<file path="config.mk">
export PLATFORM = sky130hd
export DESIGN_NAME = switch_fabric
export DESIGN_NICKNAME = d
export VERILOG_FILES = /design/src/rtl/switch_fabric.sv
export SDC_FILE = /design/constraint.sdc
export NUM_CORES = 1
export LEC_CHECK = 0
export CORE_MARGIN = 2
export CORE_UTILIZATION = 25
export DETAILED_ROUTE_END_ITERATION = 10
export GPL_ROUTABILITY_DRIVEN = 0
export GPL_TIMING_DRIVEN = 0
export PLACE_DENSITY = 0.54
export SYNTH_ARGS = -nofsm -noshare
export SYNTH_HDL_FRONTEND = slang
export SYNTH_SLANG_ARGS = --single-unit
</file>
<file path="constraint.sdc">
create_clock -name clk -period 2.45 [get_ports clk]
set_input_delay 0.49 -clock clk [delete_from_list [all_inputs] [get_ports clk]]
set_output_delay 0.49 -clock clk [all_outputs]
set_load 0.02 [all_outputs]
</file>
<file path="src/rtl/switch_fabric.sv">
// switch_fabric: drains three input-queue RAMs and routes each packet to one of three
// output ports, with a round-robin arbiter per output and a saturating busy-cycle counter.
module switch_fabric (
    input  logic        clk,
    input  logic        reset,
    input  logic        enable,
    input  logic [11:0] input_ram_wr_add1,
    input  logic [11:0] input_ram_wr_add2,
    input  logic [11:0] input_ram_wr_add3,
    input  logic [31:0] input_q1,
    input  logic [31:0] input_q2,
    input  logic [31:0] input_q3,
    output logic [11:0] input_ram_rd_add1,
    output logic [11:0] input_ram_rd_add2,
    output logic [11:0] input_ram_rd_add3,
    output logic [31:0] output1,
    output logic [31:0] output2,
    output logic [31:0] output3,
    output logic        out_ram_wr1,
    output logic        out_ram_wr2,
    output logic        out_ram_wr3,
    output logic [31:0] total_time
);
    typedef enum logic [2:0] {IDLE, HDR, REQ, FWD, DROP} state_t;
    state_t           st_q [3];
    state_t           st_d [3];
    logic [2:0][11:0] wr_add, rd_q, rd_d;
    logic [2:0][31:0] q, hdr_q, hdr_d, out_q, out_d, word;
    logic [2:0][7:0]  rem_q, rem_d;
    logic [2:0][1:0]  prio_q, prio_d;
    logic [2:0][2:0]  req, win;
    logic [2:0]       pend_q, pend_d, first_q, first_d, wr_q, wr_d;
    logic [2:0]       busy, strobe, empty, granted;
    logic [31:0]      time_q, time_d;

    assign wr_add = {input_ram_wr_add3, input_ram_wr_add2, input_ram_wr_add1};
    assign q = {input_q3, input_q2, input_q1};

    // An output is owned while some input sits in FWD for it; the FWD state is the registered grant.
    always_comb begin
        logic [1:0] j;
        prio_d = prio_q;
        for (int o = 0; o < 3; o++) begin
            busy[o] = 1'b0;
            win[o] = '0;
            for (int i = 0; i < 3; i++) begin
                req[o][i] = st_q[i] == REQ && hdr_q[i][1:0] == 2'(o);
                busy[o] = busy[o] | (st_q[i] == FWD && hdr_q[i][1:0] == 2'(o));
            end
            for (int k = 2; k >= 0; k--) begin
                j = 2'((int'(prio_q[o]) + k) % 3);
                if (!busy[o] && req[o][j]) begin
                    win[o] = 3'b001 << j;
                    prio_d[o] = j == 2'd2 ? 2'd0 : j + 2'd1;
                end
            end
        end
    end

    // pend marks a payload read issued last cycle, whose word is on input_q now.
    always_comb begin
        for (int i = 0; i < 3; i++) begin
            st_d[i] = st_q[i];
            rd_d[i] = rd_q[i];
            hdr_d[i] = hdr_q[i];
            rem_d[i] = rem_q[i];
            pend_d[i] = 1'b0;
            first_d[i] = 1'b0;
            empty[i] = rd_q[i] == wr_add[i];
            granted[i] = win[0][i] | win[1][i] | win[2][i];
            strobe[i] = st_q[i] == FWD && (first_q[i] || pend_q[i]);
            word[i] = first_q[i] ? hdr_q[i] : q[i];
            case (st_q[i])
                IDLE: if (enable && !empty[i]) begin
                    rd_d[i] = rd_q[i] + 12'd1;
                    st_d[i] = HDR;
                end
                HDR: begin
                    hdr_d[i] = q[i];
                    rem_d[i] = q[i][11:4];
                    st_d[i] = q[i][1:0] == 2'd3 ? DROP : REQ;
                end
                REQ: if (granted[i]) begin
                    st_d[i] = FWD;
                    first_d[i] = 1'b1;
                end
                FWD, DROP: begin
                    if (rem_q[i] != 8'd0 && !empty[i]) begin
                        rd_d[i] = rd_q[i] + 12'd1;
                        rem_d[i] = rem_q[i] - 8'd1;
                        pend_d[i] = 1'b1;
                    end
                    if (rem_q[i] == 8'd0 && (st_q[i] == DROP || strobe[i])) st_d[i] = IDLE;
                end
                default: st_d[i] = IDLE;
            endcase
        end
    end

    always_comb begin
        out_d = out_q;
        wr_d = '0;
        for (int o = 0; o < 3; o++) begin
            for (int i = 0; i < 3; i++) begin
                if (strobe[i] && hdr_q[i][1:0] == 2'(o)) begin
                    out_d[o] = word[i];
                    wr_d[o] = 1'b1;
                end
            end
        end
        time_d = ((st_q[0] != IDLE || st_q[1] != IDLE || st_q[2] != IDLE) && time_q != '1) ? time_q + 32'd1 : time_q;
    end

    always_ff @(posedge clk) begin
        if (reset) begin
            st_q <= '{IDLE, IDLE, IDLE};
            rd_q <= '0;
            hdr_q <= '0;
            rem_q <= '0;
            pend_q <= '0;
            first_q <= '0;
            prio_q <= '0;
            out_q <= '0;
            wr_q <= '0;
            time_q <= '0;
        end else begin
            st_q <= st_d;
            rd_q <= rd_d;
            hdr_q <= hdr_d;
            rem_q <= rem_d;
            pend_q <= pend_d;
            first_q <= first_d;
            prio_q <= prio_d;
            out_q <= out_d;
            wr_q <= wr_d;
            time_q <= time_d;
        end
    end

    assign input_ram_rd_add1 = rd_q[0];
    assign input_ram_rd_add2 = rd_q[1];
    assign input_ram_rd_add3 = rd_q[2];
    assign output1 = out_q[0];
    assign output2 = out_q[1];
    assign output3 = out_q[2];
    assign out_ram_wr1 = wr_q[0];
    assign out_ram_wr2 = wr_q[1];
    assign out_ram_wr3 = wr_q[2];
    assign total_time = time_q;
endmodule

</file>
=== Word-level counts from Yosys, hierarchy flattened ===
Index checks and enable logic that the tools add are counted.

* Register bits after elaboration: 308
* Input port bits: 135
* Output and inout port bits: 167

* Add/subtract/negate cells: 22
* Divide/modulo/power cells: 9
* $lt $le $gt $ge: 9
* Equal/unequal tests: 46
* Shift-type cells: 9
* Multiplexer cells: 102
* Bitwise gates (word level): 18
* Reduce and logical (&&, ||, !) cells: 108

{| class="wikitable"
|+ Operator list
! operator !! number
|-
| 32-bit 2-to-1 mux || 12
|-
| 32-bit by 3-bit modulo with 32-bit output (second input constant) || 6
|-
| 3-bit by 3-bit modulo with 32-bit output (second input constant) || 3
|-
| 12-bit 2-to-1 mux || 6
|-
| 12-bit one-hot mux with 2 select lines || 3
|-
| 3-bit 2-to-1 mux || 21
|-
| 1-bit logical AND || 49
|-
| 8-bit one-hot mux with 2 select lines || 3
|-
| 12-bit by 1-bit adder with 12-bit output (second input constant) || 3
|-
| 12-bit equality test || 3
|-
| 2-bit 2-to-1 mux || 18
|-
| 3-bit one-hot mux with 4 select lines || 3
|-
| 32-bit by 1-bit adder with 32-bit output (second input constant) || 1
|-
| 32-bit != test (second input constant) || 1
|-
| 2-bit equality test (second input constant) || 15
|-
| 2-bit by 3-bit less-than comparator with 1-bit output (second input constant) || 9
|-
| 3-bit nonzero test || 9
|-
| 1-bit by 2-bit left shift with 3-bit output (first input constant) || 9
|-
| 8-bit zero test || 3
|-
| 1-bit 2-to-1 mux || 24
|-
| 8-bit 2-to-1 mux || 3
|-
| 2-bit != test (second input constant) || 12
|-
| 8-bit nonzero test || 3
|-
| 8-bit by 1-bit subtractor with 8-bit output (second input constant) || 3
|-
| other kinds (18) || 101
|}

=== Longest topological paths before layout ===
* Word-level depth: 13
* Depth in mapped cells: 10
* Gate-level depth less buffers: 9

=== Worst setup path after synthesis ===
No wires, ideal clock.

* Path type: reg-to-reg
* Start: reg prio_q[0] in the netlist's numbering
* End: reg st_q[0] in the netlist's numbering
* Setup time: 0.086 ns
* Arrival: 2.224 ns
* Data required time: 2.364 ns
* Setup slack: 0.141 ns
* Cell stages (with the launch flop): 10
* Path buffers: 1
* Cells stage by stage: dfxtp_1 > inv_1 > ha_1 > buf_2 > nor4b_2 > or3_4 > or3_1 > a31oi_1 > o31ai_1 > a211oi_1

* Word-level cells in the longest chain between the ends: 12
* Elaborated cells on any way between the ends: 24
* Those cells by class: 2 x add/sub; 3 x div; 1 x eq/ne; 3 x shift; 9 x mux; 2 x bitwise; 4 x reduce/logical

{| class="wikitable"
|+ RTL lines
! what !! RTL line !! source
|-
| start, declared || 30 || <nowiki>logic [2:0][1:0] prio_q, prio_d;</nowiki>
|-
| start signal, assigned || 133 || <nowiki>prio_q <= prio_d;</nowiki>
|-
| 2-bit by 2-bit adder with 3-bit output || 51 || <nowiki>j = 2'((int'(prio_q[o]) + k) % 3);</nowiki>
|-
| 32-bit by 3-bit modulo with 32-bit output || 51 ||
|-
| 1-bit binary-select mux with 2-bit select || 52 || <nowiki>if (!busy[o] && req[o][j]) begin</nowiki>
|-
| 1-bit 2-to-1 mux (implied by the code) || 52 ||
|-
| 1-bit logical AND || 52 ||
|-
| 3-bit 2-to-1 mux (2 in a row) || 52 ||
|-
| 3-bit 2-to-1 mux * || 52 ||
|-
| 1-bit OR * (2 in a row) || 70 || <nowiki>granted[i] = win[0][i] | win[1][i] | win[2][i];</nowiki>
|-
| 2-bit != test (no line) * || -- ||
|-
| 3-bit AND reduction (no line) * || -- ||
|-
| end signal, assigned || 116 || <nowiki>st_q <= '{IDLE, IDLE, IDLE};</nowiki>
|-
| end signal, assigned || 127 || <nowiki>st_q <= st_d;</nowiki>
|-
| end, declared || 25 || <nowiki>state_t st_q [3];</nowiki>
|}

Mark *: on every way between the ends. The rest lies on a longest branch, timed or not. The select of a mux whose other input is x is not followed.
A chain may end at the register's enable or synchronous reset.

=== Worst setup path after layout ===
* Start: reg hdr_q[32] in the netlist's numbering
* End: reg out_q (netlist bit output3[16])

* Word-level cells in the longest chain between the ends: 4
* Elaborated cells on any way between the ends: 5
* Those cells by class: 1 x eq/ne; 2 x mux; 2 x reduce/logical

{| class="wikitable"
|+ RTL lines
! what !! RTL line !! source
|-
| start, declared || 28 || <nowiki>logic [2:0][31:0] q, hdr_q, hdr_d, out_q, out_d, word;</nowiki>
|-
| start signal, assigned || 129 || <nowiki>hdr_q <= hdr_d;</nowiki>
|-
| 2-bit equality test * || 105 || <nowiki>if (strobe[i] && hdr_q[i][1:0] == 2'(o)) begin</nowiki>
|-
| 1-bit logical AND * || 105 ||
|-
| 32-bit 2-to-1 mux (2 in a row) || 105 ||
|-
| end signal, assigned || 134 || <nowiki>out_q <= out_d;</nowiki>
|-
| end, declared || 28 ||
|}

Mark *: on every way between the ends. The rest lies on a longest branch, timed or not.

==> results.json <==
{
  "powerDensity_nw_per_um2": 704.7,
  "max_cap_violations": 0,
  "critPathMaxFanout": 10,
  "drt-vias-per-instance": 5.151,
  "final_common_cell": "nand2_1",
  "dr.pass1.iters": 8,
  "clockBufferDepth": 3,
  "synth_seq_cells": 308,
  "rrSetupSlack_ns": 0.03,
  "worst-slew-pin-transition_ns": 1.179,
  "setup_violations": 0,
  "synth_edf_count": 0,
  "worst_setup_path_start_kind": "flip-flop",
  "cp-startpoint": "hdr_q[32]",
  "async_flop_share_pct": 0,
  "die_y_um": 260.2,
  "drtAntennaViolNets": 0,
  "fillers": 6783,
  "fin_tns_setup_ns": 0,
  "synth_ff_type": "dfxtp_1",
  "period_needed_ns": 2.425,
  "relSlewSlack_pct": 21.39,
  "pin_count": 302,
  "synthXorXnorAreaFrac_pct": 4.482,
  "grt_usage_pct": 19.02,
  "worst_slack_ns": 0.02511,
  "drt_iter0_drc": 1584,
  "initial_utilization_pct": 25.37,
  "synth_compound_area_share_pct": 20.70,
  "antenna_found_initial": 13,
  "routed_wirelength_um": 67740,
  "r2r_end": "output3[16]",
  "cts_buffers": 38,
  "core_um2": 64700,
  "drc": 0,
  "synth_fa_ha_area_share_pct": 1.677,
  "area_delta_synth_final_pct": 35.18,
  "finalCritPeriodShare_pct": 98.98,
  "fin_skew_ns": 0.01829,
  "end_kind": "flip-flop",
  "synthesis.area_um2": 16420,
  "grt_pass1_vias": 15840,
  "critPathRequiredTime_ns": 2.93,
  "finalHoldViolations": 0,
  "whs_endpoint": "hdr_q[38]",
  "rsz0062_at_grt": "true",
  "grt_pass1_wl_um": 97980,
  "hold_depth": 2,
  "grt_max_degree": 13,
  "path_clk_slew_ns": 0.06,
  "p_leak_nw": 7.528,
  "final_nets": 2579,
  "synthMuxAreaShare_pct": 7.340,
  "vias": 17060,
  "place_ws_ns": -0.7191,
  "fin_util_pct": 34.30,
  "status": "finished, final reports clean",
  "fp.dieW_um": 260.2,
  "ys_types": 82,
  "cts_tree": "done",
  "clock_sinks": 308,
  "insertion_delay_ns": 0.56,
  "cts_root_buf": "clkbuf_16",
  "hold_class": "reg2reg",
  "synth_nets": 2232,
  "critPathKind": "reg2reg",
  "yosys.area_share.simple_pct": 23.54,
  "min_from": "hdr_q[38]",
  "dieArea_um2": 67730,
  "slew_violations": 0,
  "wl_per_cell_um": 20.46,
  "final_cell_mix": "nand2_1 (347), dfxtp_1 (306), clkdlybuf4s50_1 (300)",
  "peakVddDrop_mv": 0.4692,
  "final_layout_size_suffix_gt1_share_pct": 10.50,
  "synth_cells": 2075,
  "cts_max_level": 2,
  "syn_avg_cell_area_um2": 7.911,
  "synth_top_family_by_area": "simple AND/OR/NAND/NOR gates",
  "num_rows": 93,
  "dp_hpwl_um": 53570,
  "yosysSeqAreaShare_pct": 37.56,
  "r2r_cells": 8,
  "rr_startpoint": "hdr_q[32]",
  "port_buffers": 300,
  "finalPower_w": 0.01564,
  "ys_warn_count": 0,
  "arrival_ns": 2.90,
  "overflow": 0,
  "max_freq_mhz": 412.4
}
-- kinds of logic (layout without fill, tap and decap cells) --
kind of cell | count (synthesis) | in the layout
xor gates and xnor gates | 84 | 84
adders and majority gates | 22 | 22
and+or+nand+nor | 823 | 824
DFF | 308 | 308
muxes | 116 | 116
other | 0 | 8
buffers and inverters | 186 | 558
AOI/OAI and AO/OA | 536 | 536
-- report_power, final --
part / leakage, nW / internal (W) / switching (W) / total (W)
Combinational: 4.44 / 0.00157 / 0.00255 / 0.00412
Clock: 0.596 / 0.00333 / 0.00234 / 0.00568
Sequential: 2.49 / 0.00547 / 0.000376 / 0.00584
Total: 7.53 / 0.0104 / 0.00527 / 0.0156
-- stage by stage --
stage                     instance area, um^2  hold slack [ns]  std cells
after detailed placement                20490           0.4468       3230
after global routing                    22180           0.4679       3306
after floorplan                         16420           0.4329       2075
after CTS                               21870           0.4538       3297
after global placement                  20490           0.4394       3230
final                                   22190           0.4531       3311
-- worst max-delay path: stages (launching register included) --
cell,delay [ns]
dfxtp_1,0.48
nand2b_2,0.30
nor3_2,0.07
buf_4,0.18
clkbuf_4,0.21
clkbuf_4,0.23
a211oi_1,0.48
a21oi_1,0.14
a211oi_1,0.25
-- registers in the layout (all words and copies together), names as in the netlist --
| signal | count |
|---|---|
| pend_q | 3 |
| output3 | 32 |
| output2 | 32 |
| st_q | 9 |
| input_ram_rd_add2 | 12 |
| input_ram_rd_add1 | 12 |
| output1 | 32 |
| first_q | 3 |
| hdr_q | 96 |
| prio_q | 6 |
| rem_q | 24 |
| wr_q | 3 |
| total_time | 32 |
| input_ram_rd_add3 | 12 |
-- area by class of cell --
type / count / area [um^2] / share of cell area (%)
Antenna cell: 8 / 20.02 / 0.09021
Buffer: 141 / 674.4 / 3.039
Clock buffer: 54 / 1091 / 4.917
Clock inverter: 12 / 152.6 / 0.6879
Inverter: 38 / 142.6 / 0.6428
Multi-Input combinational cell: 1582 / 9772 / 44.03
Sequential cell: 308 / 6168 / 27.80
Tap cell: 855 / 1070 / 4.821
Timing Repair Buffer: 313 / 3100 / 13.97
-- metal layers --
layer	global-route usage (%)	wire length, um
met5	0	96
met4	7.810	2801
met3	4.522	5897
met2	29.11	29270
met1	25.58	29670
-- cell usage after synthesis, types with 4 or more instances --
library cell    n  share of area, %
or2_2           6              0.23
mux2_2         34               2.3
a221oi_1        4              0.21
xnor2_1        26               1.4
buf_4           5              0.23
nor2_1        195               4.5
a2111oi_0       8              0.43
nor4b_1         5              0.27
nand2_1       347               7.9
nor3b_1         5              0.23
nand2b_1       12              0.46
a22oi_1         6              0.27
nor3_2          4              0.24
nor2b_1        66               2.5
o31ai_1         6              0.27
nand3_1        36               1.1
o21ai_0        57               1.7
and2_1         13              0.50
buf_2          23              0.70
and4_1          8              0.43
clkbuf_1       96               2.2
a211oi_1      143               6.5
a21oi_1       230               7.0
or3_1          20              0.76
nor4_1         10              0.38
o22ai_1         6              0.23
xor2_1         58               3.1
o21ai_1         5              0.15
nand4_1        27               1.0
a31oi_1        11              0.42
and3_1         15              0.57
ha_1           22               1.7
nor3_1         32              0.98
mux2i_1        81               4.9
dfxtp_1       308                38
buf_1          19              0.43
a32oi_1        23               1.2
inv_1          38              0.87
-- worst max path at each step --
stage                       end  slack, ns  depth (start not counted)
floorplan               st_q[0]       0.14                          9
global placement        wr_q[1]      -0.74                          4
detailed placement      wr_q[1]      -0.72                          4
CTS                     st_q[3]      -0.03                          9
global route            st_q[3]      -0.04                         10
finish              output3[16]       0.03                          8
-- timing repair --
action                     in CTS  in global routing
gates resized for setup        42                 84
cloned                          0                  1
pin swaps                       5                 11
hold buffers                    0                  0
setup endpoints to repair     116                137
setup buffers                   2                 11
No activity file was read; power rests on OpenSTA's default activity.
